===== src/rtl/jt_sfg_bus.sv =====
// MSX cartridge bus front-end for the SFG sound unit. It synchronises the bus strobes,
// stretches accesses with WAIT, sequences the device strobes and answers interrupt acknowledge.
module jt_sfg_bus #(
  parameter logic [15:0] BASE     = 16'h3FF0,
  parameter int unsigned AW       = 3,
  parameter int unsigned WAIT_MIN = 2
) (
  input  logic          clk,
  input  logic          rst,
  input  logic [15:0]   addr,
  input  logic [7:0]    din,
  input  logic          wr_n,
  input  logic          rd_n,
  input  logic          slt_n,
  input  logic          iorq_n,
  input  logic          m1_n,
  output logic [7:0]    dout,
  output logic          dout_en,
  output logic          wait_n,
  output logic          int_n,
  output logic [AW-1:0] dev_addr,
  output logic [7:0]    dev_wdata,
  output logic          dev_wr,
  output logic          dev_rd,
  input  logic [7:0]    dev_rdata,
  input  logic          dev_busy,
  input  logic          opm_irq_n,
  input  logic          midi_irq,
  input  logic          ext_irq
);

  localparam int unsigned CW = 4;
  localparam logic [AW-1:0] OFF_MIDI = AW'(3);
  localparam logic [AW-1:0] OFF_EXT  = AW'(4);

  typedef enum logic [1:0] {ST_IDLE, ST_WAIT, ST_XFER, ST_HOLD} state_e;

  // Read post-processing phase in HOLD: none, latch data, release wait
  localparam logic [1:0] PH_NONE  = 2'd0;
  localparam logic [1:0] PH_LATCH = 2'd1;
  localparam logic [1:0] PH_REL   = 2'd2;

  state_e        state_q, state_d;
  logic [4:0]    s1_q, s2_q;
  logic [1:0]    strb_p_q;
  logic [CW-1:0] cnt_q, cnt_d;
  logic          is_rd_q, is_rd_d;
  logic [AW-1:0] addr_q, addr_d;
  logic [7:0]    wdata_q, wdata_d;
  logic          dev_wr_q, dev_wr_d;
  logic          dev_rd_q, dev_rd_d;
  logic          wait_n_q, wait_n_d;
  logic [7:0]    dout_q, dout_d;
  logic          dout_en_q, dout_en_d;
  logic [1:0]    ph_q, ph_d;
  logic [7:0]    vec_midi_q, vec_midi_d;
  logic [7:0]    vec_ext_q, vec_ext_d;
  logic          ack_q, ack_d;
  logic          int_n_q;

  logic wr_s, rd_s, slt_s, iorq_s, m1_s;
  logic wr_fall, rd_fall, hit, start_wr, start_rd, int_reg;
  logic [7:0] vec_sel;

  assign wr_s   = s2_q[0];
  assign rd_s   = s2_q[1];
  assign slt_s  = s2_q[2];
  assign iorq_s = s2_q[3];
  assign m1_s   = s2_q[4];

  assign wr_fall  = strb_p_q[0] & ~wr_s;
  assign rd_fall  = strb_p_q[1] & ~rd_s;
  assign hit      = ~slt_s & iorq_s & (addr[15:AW] == BASE[15:AW]);
  assign start_wr = hit & wr_fall;
  assign start_rd = hit & rd_fall & ~wr_fall;
  assign int_reg  = (addr_q == OFF_MIDI) || (addr_q == OFF_EXT);
  assign vec_sel  = midi_irq ? vec_midi_q : (ext_irq ? vec_ext_q : 8'hFF);

  always_ff @(posedge clk or posedge rst) begin
    if (rst) begin
      state_q    <= ST_IDLE;
      s1_q       <= '1;
      s2_q       <= '1;
      strb_p_q   <= '1;
      cnt_q      <= '0;
      is_rd_q    <= 1'b0;
      addr_q     <= '0;
      wdata_q    <= '0;
      dev_wr_q   <= 1'b0;
      dev_rd_q   <= 1'b0;
      wait_n_q   <= 1'b1;
      dout_q     <= 8'h00;
      dout_en_q  <= 1'b0;
      ph_q       <= PH_NONE;
      vec_midi_q <= 8'hFF;
      vec_ext_q  <= 8'hFF;
      ack_q      <= 1'b0;
      int_n_q    <= 1'b1;
    end else begin
      state_q    <= state_d;
      s1_q       <= {m1_n, iorq_n, slt_n, rd_n, wr_n};
      s2_q       <= s1_q;
      strb_p_q   <= s2_q[1:0];
      cnt_q      <= cnt_d;
      is_rd_q    <= is_rd_d;
      addr_q     <= addr_d;
      wdata_q    <= wdata_d;
      dev_wr_q   <= dev_wr_d;
      dev_rd_q   <= dev_rd_d;
      wait_n_q   <= wait_n_d;
      dout_q     <= dout_d;
      dout_en_q  <= dout_en_d;
      ph_q       <= ph_d;
      vec_midi_q <= vec_midi_d;
      vec_ext_q  <= vec_ext_d;
      ack_q      <= ack_d;
      int_n_q    <= ~(midi_irq | ext_irq | ~opm_irq_n);
    end
  end

  // Access sequencer plus interrupt-acknowledge responder
  always_comb begin
    state_d    = state_q;
    cnt_d      = cnt_q;
    is_rd_d    = is_rd_q;
    addr_d     = addr_q;
    wdata_d    = wdata_q;
    dev_wr_d   = 1'b0;
    dev_rd_d   = 1'b0;
    wait_n_d   = wait_n_q;
    dout_d     = dout_q;
    dout_en_d  = dout_en_q;
    ph_d       = ph_q;
    vec_midi_d = vec_midi_q;
    vec_ext_d  = vec_ext_q;
    ack_d      = ack_q;

    case (state_q)
      ST_IDLE: begin
        if (ack_q) begin
          if (m1_s) begin
            ack_d     = 1'b0;
            dout_en_d = 1'b0;
          end else begin
            dout_d = vec_sel;
          end
        end else if (~m1_s & ~iorq_s & ~int_n_q) begin
          ack_d     = 1'b1;
          dout_en_d = 1'b1;
          dout_d    = vec_sel;
        end else if (start_wr | start_rd) begin
          state_d  = ST_WAIT;
          cnt_d    = CW'(WAIT_MIN);
          is_rd_d  = start_rd;
          addr_d   = addr[AW-1:0];
          wdata_d  = din;
          wait_n_d = 1'b0;
        end
      end
      ST_WAIT: begin
        if (slt_s) begin
          state_d  = ST_HOLD;
          wait_n_d = 1'b1;
          ph_d     = PH_NONE;
        end else if (cnt_q != '0) begin
          cnt_d = cnt_q - CW'(1);
        end else if (!dev_busy) begin
          state_d = ST_XFER;
          if (is_rd_q) begin
            dev_rd_d = ~int_reg;
          end else begin
            dev_wr_d = ~int_reg;
            wait_n_d = 1'b1;
          end
        end
      end
      ST_XFER: begin
        state_d = ST_HOLD;
        if (is_rd_q) begin
          ph_d = PH_LATCH;
        end else begin
          ph_d = PH_NONE;
          if (addr_q == OFF_MIDI) vec_midi_d = wdata_q;
          if (addr_q == OFF_EXT)  vec_ext_d  = wdata_q;
        end
      end
      ST_HOLD: begin
        // dev_rdata is valid the cycle after dev_rd, then wait is released one cycle later
        case (ph_q)
          PH_LATCH: begin
            dout_d    = int_reg ? 8'hFF : dev_rdata;
            dout_en_d = 1'b1;
            ph_d      = PH_REL;
          end
          PH_REL: begin
            wait_n_d = 1'b1;
            ph_d     = PH_NONE;
          end
          default: begin
            if (rd_s) dout_en_d = 1'b0;
            if (rd_s & wr_s) state_d = ST_IDLE;
          end
        endcase
      end
      default: state_d = ST_IDLE;
    endcase
  end

  assign dout      = dout_q;
  assign dout_en   = dout_en_q;
  assign wait_n    = wait_n_q;
  assign int_n     = int_n_q;
  assign dev_addr  = addr_q;
  assign dev_wdata = wdata_q;
  assign dev_wr    = dev_wr_q;
  assign dev_rd    = dev_rd_q;

endmodule


===== config.mk =====
export PLATFORM = sky130hd
export DESIGN_NAME = jt_sfg_bus
export DESIGN_NICKNAME = d
export VERILOG_FILES = /design/src/rtl/jt_sfg_bus.sv
export SDC_FILE = /design/constraint.sdc
export NUM_CORES = 1
export LEC_CHECK = 0
export ABC_AREA = 1
export CORE_MARGIN = 2
export CORE_UTILIZATION = 54
export CTS_BUF_LIST = sky130_fd_sc_hd__clkbuf_16
export DETAILED_ROUTE_END_ITERATION = 16
export GPL_TIMING_DRIVEN = 0
export PLACE_DENSITY = 0.84
export REMOVE_ABC_BUFFERS = 1
export SLEW_MARGIN = 20
export SYNTH_ARGS = -nofsm -noshare
export SYNTH_HDL_FRONTEND = slang
export SYNTH_SLANG_ARGS = --single-unit

===== constraint.sdc =====
create_clock -name clk -period 3.4 [get_ports clk]
set_clock_uncertainty 0.05 [all_clocks]
set_input_delay 0.34 -clock clk [delete_from_list [all_inputs] [get_ports clk]]
set_output_delay 0.34 -clock clk [all_outputs]
set_load 0.02 [all_outputs]

==> results.toml <==
[outcome]
status = "completed"

[layout]
final_cells = 483
area_delta_synth_final_pct = 33.03
multi_input_area_mm2 = 0.001240
register_area_mm2 = 0.001589
fin_util_pct = 74.21
drive_above_1_share_pct = 21.17
diodes = 0
n_fill_cell = 402
fin_nets = 457

[timing]
maxSlewViolCount = 0
hold_viol_final = 0
fin_setup_tns_ns = 0
grt_setup_unrepaired = "no"
fmax_ghz = 0.4330
period_minus_slack_ns = 2.309
whs_ns = 0.3040
setup_viol = 0
fin_crit_sh_pct = 67.92
relSlewSlack_pct = 51.27
worst_pin_slew_ns = 0.7310

[clocking]
cts_hold_buf = 0
htreeDepth = 3
ctsRootBufferMaster = "clkbuf_16"
cts_setup_buffers = 0
cts_made_buffers = 9
cts_resized = 0
cts_sinks = 62
cts_buffer_depth = 2
clk_latency_ns = 0.32
clk_pin_slew_worst_paths_ns = 0.05
cts_tree = "built"

[global_routing]
overflow = 0
antenna_found_initial = 0
grtUsageTotal_pct = 23.41
grt_max_degree = 63
grt_pass1_wl_um = 11340
grt_pass1_vias = 2555

[die]
std_cell_rows = 27
dieArea_mm2 = 0.006271
die_x_um = 79.19
fp.coreArea_mm2 = 0.005473
die_h_um = 79.19
start_util_pct = 55.78
io_pins = 67

[hold_path]
hp-class = "flop to flop"

[critical_path]
cp-start-kind = "flop"
arrival_ns = 2.44
critPathCaptureType = "flop"
cp.required_ns = 3.54
critical_path_peak_fanout = 23
crit_type = "flop to flop"

[place]
io_buffers = 66
dp_cells = 467
globalplace.congestion = 0.8632
place_hpwl_um = 4560

[detailed_routing]
via_per_inst = 5.213
route.detailed.drc = 0
drtIter0Drc = 191
drtPass1Iterations = 5
ant_nets = 0
via_count = 2518
wl_per_cell_um = 13.85
finalWirelength_um = 6688

[synth]
synth.cell_area_mm2 = 0.003053
synth_cell_types = 35
ys.flop_type = "dfrtp_1"
synth_area_leaders = "dfrtp_1 (26%), dfstp_2 (26%), nand2_1 (9.8%)"
synth-async-reset-ratio_pct = 100.0
syn-mean-instance-area_um2 = 9.086
synth-edff-count = 0
ys_seq_elements = 62
synth_top_area_share_pct = 26.23
synth_top_cell_by_area = "dfrtp_1"
ys_seq_area_share_pct = 52.05
yosysWarnings = 0
postSynthCellCount = 336

[power_and_ir_drop]
total_power_mw = 2.785
peakVddDrop_mv = 0.4082
p_per_area_mw_per_mm2 = 685.8
leakagePower_nw = 1.793

[run]
maxCapViolCount = 0
-- critical path, cell delays in order (launching register included) --
cell	delay, ns
dfrtp_1	0.45
inv_1	0.12
ha_1	0.42
nand3_2	0.20
inv_2	0.11
nand3_2	0.50
nand2_2	0.24
o21ai_2	0.08
-- cell usage in the layout (no fill, tap or decap) --
cell type | netlist | layout
nand4_2 | 1 | 1
or2_1 | 1 | 1
nand2_1 | 80 | 80
nand4_1 | 4 | 4
xor2_1 | 1 | 1
clkbuf_16 | 0 | 9
inv_4 | 0 | 1
a21oi_4 | 1 | 1
clkinv_2 | 0 | 2
nor3b_1 | 1 | 1
o21ai_0 | 19 | 19
o21ai_1 | 19 | 19
nor4_1 | 1 | 1
a21oi_1 | 3 | 3
nor3_1 | 10 | 10
dfstp_2 | 30 | 30
nand2_2 | 11 | 11
a32oi_1 | 1 | 1
inv_2 | 4 | 4
inv_1 | 42 | 43
bufinv_16 | 0 | 2
mux2i_1 | 8 | 8
nor2_1 | 13 | 13
clkdlybuf4s50_1 | 0 | 66
nand3_1 | 10 | 10
a21oi_2 | 1 | 1
xnor2_1 | 1 | 1
o21ai_2 | 13 | 13
nor3_2 | 1 | 1
dfrtp_1 | 32 | 32
o211ai_1 | 1 | 1
nand3_2 | 4 | 4
clkinv_1 | 0 | 1
ha_1 | 8 | 8
a22oi_1 | 1 | 1
nor2_4 | 1 | 1
nor2_2 | 6 | 6
-- cell type report --
cell class              instances  share of cell area [%]
clock buffers                   9                   5.545
repair buffers                 66                   16.27
flip-flops and latches         62                   39.12
inverters                      46                   4.313
well taps                      72                   2.218
multi-input cells             221                   30.53
clock inverters                 7                   2.002
-- state kept, by name, indices dropped and copies added (netlist names) --
signal,flops
state_q,2
s2_q,5
vec_midi_q,8
int_n,1
s1_q,5
vec_ext_q,8
dev_wdata,8
wait_n,1
dev_addr,3
dout_en,1
dout,8
cnt_q,4
dev_wr,1
strb_p_q,2
ack_q,1
dev_rd,1
ph_q,2
is_rd_q,1
-- through the flow --
step	area (µm²)	setup WS, ns
finish	4061	1.091
global route	4061	0.9256
CTS	4061	1.071
detailed placement	3755	1.132
global placement	3752	0.5114
floorplan	3002	1.489
-- kinds of logic after synthesis --
kind of cell             share of synthesized area, %
buffers and inverters                           7.336
adder cells (fa/ha/maj)                         3.279
flip-flops                                      52.05
XOR/XNOR                                       0.5739
AND/OR/NAND/NOR                                 22.09
multiplexers                                    2.623
AO/OA/AOI/OAI                                   12.05
-- Yosys cell counts, types with 2 or more instances --
master / instances
nand2_1: 80
inv_1: 42
dfrtp_1: 32
dfstp_2: 30
o21ai_0: 19
o21ai_1: 19
nor2_1: 13
o21ai_2: 13
nand2_2: 11
nand3_1: 10
nor3_1: 10
ha_1: 8
mux2i_1: 8
nor2_2: 6
inv_2: 4
nand3_2: 4
nand4_1: 4
a21oi_1: 3
buf_2: 2
buf_4: 2
buf_6: 2
-- where the power goes --
group	internal (mW)	leakage, nW	switching, mW
logic	0.364	0.895	0.570
clock network	0.629	0.159	0.301
registers	0.850	0.739	0.0711
total	1.84	1.79	0.942
-- per-layer routing --
metal / global-route usage, % / wire length [µm]
met1: 29.00 / 2728
met2: 38.64 / 3383
met3: 5.568 / 419
met4: 11.03 / 158
met5: 0 / 0
-- path summary, 6_finish.rpt --
kind | start | endpoint | slack (ns) | depth (start not counted)
max | state_q[0]$_DFFE_PP0P_ | dev_wdata[3]$_DFFE_PP0P_ | 1.09 | 7
min | s1_q[4]$_DFF_PP1_ | s2_q[4]$_DFF_PP1_ | 0.30 | 0
max reg2reg | state_q[0]$_DFFE_PP0P_ | dev_wdata[3]$_DFFE_PP0P_ | 1.09 | 7
min reg2reg | s1_q[4]$_DFF_PP1_ | s2_q[4]$_DFF_PP1_ | 0.30 | 0
max in group asynchronous | rst | cnt_q[3]$_DFFE_PP0P_ | 2.36 | 2
min in group asynchronous | rst | dev_addr[0]$_DFFE_PP0P_ | 0.46 | 2
Note: power is estimated with default switching activity, not from simulation.
